`src/rtl/i2s_pkg.sv`:
```
// Shared types and constants for the I2S master transmitter.
package i2s_pkg;

    typedef enum logic [1:0] {
        IDLE,
        START,
        RUN
    } tx_state_t;

    localparam int   SLOT_BITS  = 24;
    localparam int   FRAME_BITS = 48;
    localparam logic WS_LEFT    = 1'b0;

    // Word select for a bit position: high over 23..46, so it leads each MSB by one bit.
    function automatic logic ws_for_pos(input logic [5:0] p);
        return ((p >= 6'd23) && (p <= 6'd46)) ? ~WS_LEFT : WS_LEFT;
    endfunction

endpackage

```
`src/rtl/i2s_sclk_div.sv`:
```
// Bit-clock divider: down-counter toggling sclk every SCLK_HALF clks while running.
module i2s_sclk_div #(
    parameter int SCLK_HALF = 16
) (
    input  logic clk,
    input  logic rst_n,
    input  logic clr,
    input  logic run,
    output logic sclk,
    output logic rise_tick,
    output logic fall_tick
);

    localparam int              CW     = $clog2(SCLK_HALF);
    localparam logic [CW-1:0]   RELOAD = CW'(SCLK_HALF - 1);

    logic [CW-1:0] cnt;
    logic          tc;

    assign tc        = run && (cnt == '0);
    assign rise_tick = tc && !sclk;
    assign fall_tick = tc && sclk;

    always_ff @(posedge clk or negedge rst_n) begin
        if (!rst_n) begin
            cnt  <= RELOAD;
            sclk <= 1'b0;
        end else if (clr) begin
            cnt  <= RELOAD;
            sclk <= 1'b0;
        end else if (run) begin
            if (tc) begin
                cnt  <= RELOAD;
                sclk <= ~sclk;
            end else begin
                cnt <= cnt - CW'(1);
            end
        end
    end

endmodule

```
`src/rtl/i2s_master_tx.sv`:
```
// I2S master transmitter: 48-bit stereo frames, one-bit ws delay, MSB first.
//   state | meaning
//   IDLE  | bus parked (sclk 0, ws 1, data 0), divider cleared
//   START | one clk: force p = 47, restart divider
//   RUN   | shifting frames; leaves at frame end when en is low
module i2s_master_tx
    import i2s_pkg::*;
#(
    parameter int SCLK_HALF = 16
) (
    input  logic                 clk,
    input  logic                 rst_n,
    input  logic                 en,
    input  logic [SLOT_BITS-1:0] lft_in,
    input  logic [SLOT_BITS-1:0] rght_in,
    input  logic                 in_vld,
    output logic                 in_rdy,
    output logic                 I2S_sclk,
    output logic                 I2S_ws,
    output logic                 I2S_data,
    output logic                 underrun
);

    tx_state_t             state;
    logic [5:0]            pos;
    logic [FRAME_BITS-1:0] shreg;
    logic [FRAME_BITS-1:0] hold;
    logic                  full;
    logic                  accept;
    logic                  frame_end;
    logic                  load;
    logic                  fall_tick;
    logic                  sclk_rise_unused;

    i2s_sclk_div #(
        .SCLK_HALF(SCLK_HALF)
    ) u_div (
        .clk       (clk),
        .rst_n     (rst_n),
        .clr       (state != RUN),
        .run       (state == RUN),
        .sclk      (I2S_sclk),
        .rise_tick (sclk_rise_unused),
        .fall_tick (fall_tick)
    );

    assign in_rdy    = ~full;
    assign accept    = in_vld && !full;
    assign frame_end = (state == RUN) && fall_tick && (pos == 6'd47);
    assign load      = frame_end && en;
    assign I2S_data  = shreg[FRAME_BITS-1];

    always_ff @(posedge clk or negedge rst_n) begin
        if (!rst_n) begin
            state    <= IDLE;
            pos      <= 6'd47;
            shreg    <= '0;
            I2S_ws   <= ~WS_LEFT;
            underrun <= 1'b0;
        end else begin
            underrun <= 1'b0;
            case (state)
                IDLE: begin
                    I2S_ws <= ~WS_LEFT;
                    shreg  <= '0;
                    if (en) state <= START;
                end
                START: begin
                    pos    <= 6'd47;
                    I2S_ws <= WS_LEFT;
                    shreg  <= '0;
                    state  <= RUN;
                end
                RUN: begin
                    if (fall_tick) begin
                        if (pos == 6'd47) begin
                            if (!en) begin
                                // frame finished with no run request: park without loading
                                state  <= IDLE;
                                I2S_ws <= ~WS_LEFT;
                                shreg  <= '0;
                            end else begin
                                pos    <= 6'd0;
                                I2S_ws <= ws_for_pos(6'd0);
                                if (full) begin
                                    shreg <= hold;
                                end else begin
                                    shreg    <= '0;
                                    underrun <= 1'b1;
                                end
                            end
                        end else begin
                            pos    <= pos + 6'd1;
                            I2S_ws <= ws_for_pos(pos + 6'd1);
                            shreg  <= {shreg[FRAME_BITS-2:0], 1'b0};
                        end
                    end
                end
                default: state <= IDLE;
            endcase
        end
    end

    always_ff @(posedge clk or negedge rst_n) begin
        if (!rst_n) begin
            full <= 1'b0;
            hold <= '0;
        end else if (load && full) begin
            full <= 1'b0;
        end else if (accept) begin
            full <= 1'b1;
            hold <= {lft_in, rght_in};
        end
    end

endmodule

```
`config.mk`:
```
export PLATFORM = sky130hd
export DESIGN_NAME = i2s_master_tx
export DESIGN_NICKNAME = d
export VERILOG_FILES = /design/src/rtl/i2s_pkg.sv /design/src/rtl/i2s_sclk_div.sv /design/src/rtl/i2s_master_tx.sv
export SDC_FILE = /design/constraint.sdc
export NUM_CORES = 1
export LEC_CHECK = 0
export CAP_MARGIN = 20
export CORE_MARGIN = 5
export CORE_UTILIZATION = 45
export CTS_CLUSTER_DIAMETER = 50
export DETAILED_ROUTE_END_ITERATION = 7
export PLACE_DENSITY = 0.74
export SYNTH_ARGS = -nofsm -noshare
export SYNTH_HDL_FRONTEND = slang
export SYNTH_HIERARCHICAL = 1
export SYNTH_SLANG_ARGS = --single-unit
export TNS_END_PERCENT = 50
```
`constraint.sdc`:
```
create_clock -name clk -period 3 [get_ports clk]
set_input_delay 0.9 -clock clk [delete_from_list [all_inputs] [get_ports clk]]
set_output_delay 0.9 -clock clk [all_outputs]
set_load 0.02 [all_outputs]
```
==> summary.md, run 1 <==
| Metric | Value |
|---|---|
| Final min period | 2460 ps |
| TritonCTS clock tree | yes |
| Worst reg2reg path startpoint | pos[0] |
| Hold Crit Class | reg -> reg |
| Post-Synthesis Cell Area | 5180 um2 |
| RSZ-0062 raised after global routing | no |
| Power consumption | 0.00401 W |
| Clock sink count | 112 |
| Critical path's top delay family | simple AND/OR/NAND/NOR gates |
| Hold buffers post-CTS | 0 |
| Crit-path cells | ha_1 > nand3_4 > or3b_2 > buf_4 > a21oi_1 > o21ai_0 |
| Routed via count | 3659 |
| Max-slew headroom | 0.636 |
| Power Density | 651 nW/um2 |
| Avg Inst Size Synth | 10.6 um2 |
| Core Rows | 39 |
| WP data arrival | 2670 ps |
| Sequential share of power | 0.483 |
| Vias in the first global route | 3787 |
| Post-CTS setup buffer count | 0 |
| Final core utilization | 0.541 |
| Worst Slack Setup Final | 539 ps |
| Final #Nets | 590 |
| R2R Setup Slk | 540 ps |
| Combinational power share | 0.233 |
| Cts bufs inserted | 9 |
| Final Cycle Share | 0.820 |
| Antenna violations before repair | 0 |
| Setup violators final | 0 |
| Wire per inst | 15.8 um |
| Worst setup EP type | register |
| Clock root buffer | clkbuf_16 |
| Pre-CTS setup slack | 462 ps |
| P_int | 0.00286 W |
| Peak VDD IR | 399 uV |
| Placer Congestion | 0.820 |
| Die height | 117 um |
| P_sw | 0.00115 W |
| Core Footprint | 11400 um2 |
| Clock power share | 0.284 |
| First-pass GRT wire length | 18100 um |
| CP max-delay cell | dfstp_2 |
| Worst Hold Launch | shreg[40] |
| Syn nets | 548 |
| Initial Utilization | 0.455 |
| Die width | 117 um |
| Area of the multi-input gates | 2160 um2 |
| Gr ovfl total | 0 |
| H-tree depth | 3 |
| Detailed Place HPWL | 6820 um |
| Yosys warning count | 6 |
| FILL cells | 983 |
| Final ANT Viol Nets | 0 |
| IO Pins | 57 |
| Critical Path Source Type | register |
| Post-DR vias/cell | 5.41 |
| Sw frac | 0.286 |
| Antenna diodes | 0 |
| GRT Overall Usage | 0.163 |
| DRC Markers | 0 |
| Max Freq | 406 MHz |
| Layout area overhead | 18.9% |
| WP data required | 3200 ps |
| Post-Synthesis Cells | 487 |
| Worst skew pair latency | 350 ps |
| Cell depth of the worst flop-to-flop path | 6 |
| Total Negative Setup Slacks | 0 ps |
| R2R Path End | shreg[23] |
| Outcome | complete, no violations |
| CTS Buffer Depth | 2 |
| Post_cts resized | 0 |
| First drt pass iteration count | 4 |
| Max Cap Violations | 0 |
| Initial DRC count | 193 |
| Setup Crit Path Kind | reg -> reg |
| Final Hold Vio Count | 0 |
| Max Slew Vio Count | 0 |
| Largest net degree at the start of global routing | 50 |
| Hold path endpoint | shreg[40] |
| Clock skew | 11.5 ps |
| Worst Hold Path Cells | 2 |
| Seq. cell area | 2820 um2 |
| CTS clk-pin slew, worst paths | 70 ps |
| Pleak | 2.73 nW |
| Critical Path Max Stage Delay | 590 ps |
| IO Port Bufs | 56 |
| Drt total wl | 10700 um |
| Layout cells sized above 1 | 0.171 |
| Least-Margin Pin Slew | 546 ps |
| CP max FO | 48 |
| Area of the die | 13700 um2 |
| Crit path buffers/inverters | 1 |
per-stage QoR:
step           hold slack [ps]  cell area [um2]  std cells
4_1_cts                    490             6160        676
2_1_floorplan              445             5180        487
6_report                   487             6160        676
3_3_place_gp               462             5880        661
5_1_grt                    516             6160        676
3_5_place_dp               472             5880        661
sequential cells by signal (all words and copies together) (netlist names):
signal,flops
u_div/cnt,4
state,2
full,1
hold,48
u_div/sclk,1
shreg,48
pos,6
I2S_ws,1
underrun,1
routing by layer:
layer / track usage / wire length (um) / up-vias / part of all wire
met5: 0 / 0 / - / 0
met4: 0.0573 / 205 / 0 / 0.019
met3: 0.0329 / 395 / 15 / 0.037
met2: 0.258 / 5170 / 72 / 0.48
met1: 0.225 / 4920 / 1788 / 0.46
li1: - / - / 1784 / -
worst min-delay path: cells and delay by family, from the launching register on:
family / cells / cell delay, ps
flip-flops: 1 / 350
AO/OA/AOI/OAI: 1 / 60
AND/OR/NAND/NOR: 1 / 50
how the worst max path moves through the flow:
stage                  from         to  slack [ps]  cells after the start
6_report             pos[0]  shreg[23]         540                      6
5_1_grt              pos[0]  shreg[44]         410                      6
4_1_cts              pos[0]  shreg[23]         560                      6
3_5_place_dp             en  shreg[23]         460                      7
3_3_place_gp             en  shreg[46]         560                      7
2_1_floorplan  u_div/cnt[0]   shreg[0]         700                     11
area by class of cell:
type	instances	share of cell area
multi-input cells	329	0.351
clock inverters	4	0.00549
well taps	143	0.0291
repair buffers	66	0.111
inverters	11	0.00671
flip-flops and latches	112	0.457
clock buffers	11	0.0394
layout by cell type, fill, tap and decap left out, drive strengths merged, types with 2 or more instances in the layout:
| cell | n |
|---|---|
| dfstp | 10 |
| o211ai | 3 |
| nand2b | 2 |
| o22a | 3 |
| ha | 9 |
| a21o | 3 |
| xor2 | 2 |
| clkbuf | 11 |
| nand3 | 4 |
| buf | 11 |
| nand2 | 61 |
| inv | 14 |
| and3 | 48 |
| or3 | 3 |
| a21oi | 53 |
| xnor2 | 5 |
| o21ai | 53 |
| mux2 | 49 |
| nor2b | 3 |
| clkdlybuf4s50 | 55 |
| o2111ai | 2 |
| o21bai | 2 |
| nor2 | 10 |
| dfrtp | 102 |
power groups by stage:
stage	Clock, W	Sequential (W)	Combinational (W)
finish	0.00114	0.00194	0.000933
global route	0.00123	0.00197	0.00103
CTS	0.00117	0.00194	0.000942
detailed placement	0	0.00197	0.000939
global placement	0	0.00196	0.000896
floorplan	0	0.00191	0.000653
Power figures use the tool's default switching activity.
==> run 2, diff against run 1 <==
--- a/config.mk
+++ b/config.mk
@@ -10,7 +10,7 @@
 export CORE_UTILIZATION = 45
 export CTS_CLUSTER_DIAMETER = 50
 export DETAILED_ROUTE_END_ITERATION = 7
-export PLACE_DENSITY = 0.74
+export PLACE_DENSITY = 0.77
 export SYNTH_ARGS = -nofsm -noshare
 export SYNTH_HDL_FRONTEND = slang
 export SYNTH_HIERARCHICAL = 1
==> constraint.sdc (replaced) <==
create_clock -name clk -period 2.2 [get_ports clk]
set_input_delay 0.66 -clock clk [delete_from_list [all_inputs] [get_ports clk]]
set_output_delay 0.66 -clock clk [all_outputs]
set_load 0.02 [all_outputs]
==> run 2 against run 1 <==
Net effect:
- core utilization increased by 1.9 points
- sequential power increased by 36%
- non-clock buffer count increased by 7
- clock-buffer cell count decreased by 2
- register-to-register slack got worse by 420 ps
- final area increased by 3.6%
- clock power increased by 66%
- critical path depth decreased by 5
- worst hold slack got worse by 210 ps
- die area unchanged
- largest cell class unchanged
==> summary.md, run 2 (synthesis gave the netlist of run 1 again) <==
| Metric | Value |
|---|---|
| Worst reg2reg path startpoint | u_div/cnt[0] |
| TritonCTS clock tree | yes |
| Vias in the first global route | 3792 |
| Initial Utilization | 0.455 |
| Cts bufs inserted | 9 |
| FILL cells | 942 |
| CTS Buffer Depth | 2 |
| Wire per inst | 15.8 um |
| CTS clk-pin slew, worst paths | 70 ps |
| Total Negative Setup Slacks | 0 ps |
| Max Slew Vio Count | 0 |
| Clock skew | 7.92 ps |
| Max Freq | 461 MHz |
| Die width | 117 um |
| Seq. cell area | 2820 um2 |
| CP max FO | 3 |
| Core Rows | 39 |
| H-tree depth | 3 |
| First-pass GRT wire length | 18200 um |
| Antenna diodes | 0 |
| Post-DR vias/cell | 5.44 |
| Layout cells sized above 1 | 0.196 |
| Sw frac | 0.272 |
| Power consumption | 0.00584 W |
| Setup violators final | 0 |
| Power Density | 916 nW/um2 |
| Initial DRC count | 273 |
| DRC Markers | 0 |
| Crit path buffers/inverters | 1 |
| Placer Congestion | 0.804 |
| P_int | 0.00425 W |
| Commonest non-fill, non-tap cell in the layout | dfrtp_1 |
| WP data arrival | 1510 ps |
| Worst skew pair latency | 350 ps |
| Final #Nets | 597 |
| Placed instance area | 6000 um2 |
| Pleak | 2.84 nW |
| Critical Path Max Stage Delay | 610 ps |
| Pre-CTS setup slack | 53.0 ps |
| Setup Crit Path Kind | reg -> out |
| Clock sink count | 112 |
| Biggest regs | hold x48, shreg x48, pos x6 |
| Critical path's top delay family | buffers and inverters |
| Max Cap Violations | 0 |
| IO Port Bufs | 56 |
| Gr ovfl total | 0 |
| Worst Slack Setup Final | 28.7 ps |
| CP max-delay cell | clkdlybuf4s50_1 |
| Drt total wl | 10800 um |
| Crit-path cells | clkdlybuf4s50_1 |
| Final Cycle Share | 0.987 |
| Antenna violations before repair | 0 |
| Final min period | 2170 ps |
| Critical Path Source Type | register |
| First drt pass iteration count | 4 |
| Outcome | complete, no violations |
| Final Hold Vio Count | 0 |
| Detailed Place HPWL | 6990 um |
| Hold slack | 279 ps |
| Area of the multi-input gates | 2180 um2 |
| Clock power share | 0.324 |
| Routed via count | 3720 |
| Combinational power share | 0.224 |
| Die height | 117 um |
| Hold buffers post-CTS | 0 |
| Worst setup EP type | output port |
| Sequential share of power | 0.452 |
| Final ANT Viol Nets | 0 |
| Max-slew headroom | 0.674 |
| GRT Overall Usage | 0.167 |
| RSZ-0062 raised after global routing | no |
| Highest-count cells in the layout ignoring fill and taps | dfrtp_1, nand2_1, clkdlybuf4s50_1 |
| Critical path startpoint | I2S_ws |
| WP data required | 1540 ps |
| Core Footprint | 11400 um2 |
| Peak VDD IR | 501 uV |
| IO Pins | 57 |
| Clock root buffer | clkbuf_16 |
| Largest net degree at the start of global routing | 53 |
| R2R Setup Slk | 120 ps |
| Final Instance Area | 6380 um2 |
| Area of the die | 13700 um2 |
| P_sw | 0.00159 W |
| Least-Margin Pin Slew | 489 ps |
| Hold Crit Class | in -> async |
| Layout area overhead | 23.2% |
-- run 2: final cells by class --
cell class	instances	area share
well taps	143	0.0281
clock buffers	9	0.0353
multi-input cells	329	0.343
flip-flops and latches	112	0.442
clock inverters	7	0.0204
inverters	11	0.00648
repair buffers	73	0.126
-- run 2: routing by layer --
layer | up-vias | track usage | share of wire
met5 | - | 0 | 0
met4 | 0 | 0.0520 | 0.014
met3 | 11 | 0.0355 | 0.038
met2 | 66 | 0.279 | 0.49
met1 | 1852 | 0.217 | 0.45
li1 | 1791 | - | -
-- run 2: power groups by stage --
| stage | logic, W | registers, W | clock network, W |
|---|---|---|---|
| 2_1_floorplan | 0.000897 | 0.00260 | 0 |
| 3_3_place_gp | 0.00125 | 0.00267 | 0 |
| 3_5_place_dp | 0.00130 | 0.00267 | 0 |
| 4_1_cts | 0.00131 | 0.00264 | 0.00193 |
| 5_1_grt | 0.00144 | 0.00269 | 0.00201 |
| 6_report | 0.00131 | 0.00264 | 0.00189 |
-- run 2: repair_timing --
item,4_1_cts,5_1_grt
setup buffers,0,0
endpoints found under the hold margin,0,0
resized for setup,0,6
setup endpoints to repair,0,13
-- run 2: final timing paths --
| path | end | cells after the start |
|---|---|---|
| min in group clk | shreg[41] | 2 |
| max reg2reg | state[1] | 8 |
| min reg2reg | shreg[41] | 2 |
| max | I2S_ws | 1 |
| max in group asynchronous | pos[3] | 2 |
| min | state[0] | 1 |
-- run 2: metrics by stage --
| stage | util | cells |
|---|---|---|
| 4_1_cts | 0.559 | 684 |
| 6_report | 0.561 | 684 |
| 3_3_place_gp | 0.528 | 668 |
| 5_1_grt | 0.561 | 684 |
| 2_1_floorplan | - | 487 |
| 3_5_place_dp | 0.528 | 668 |
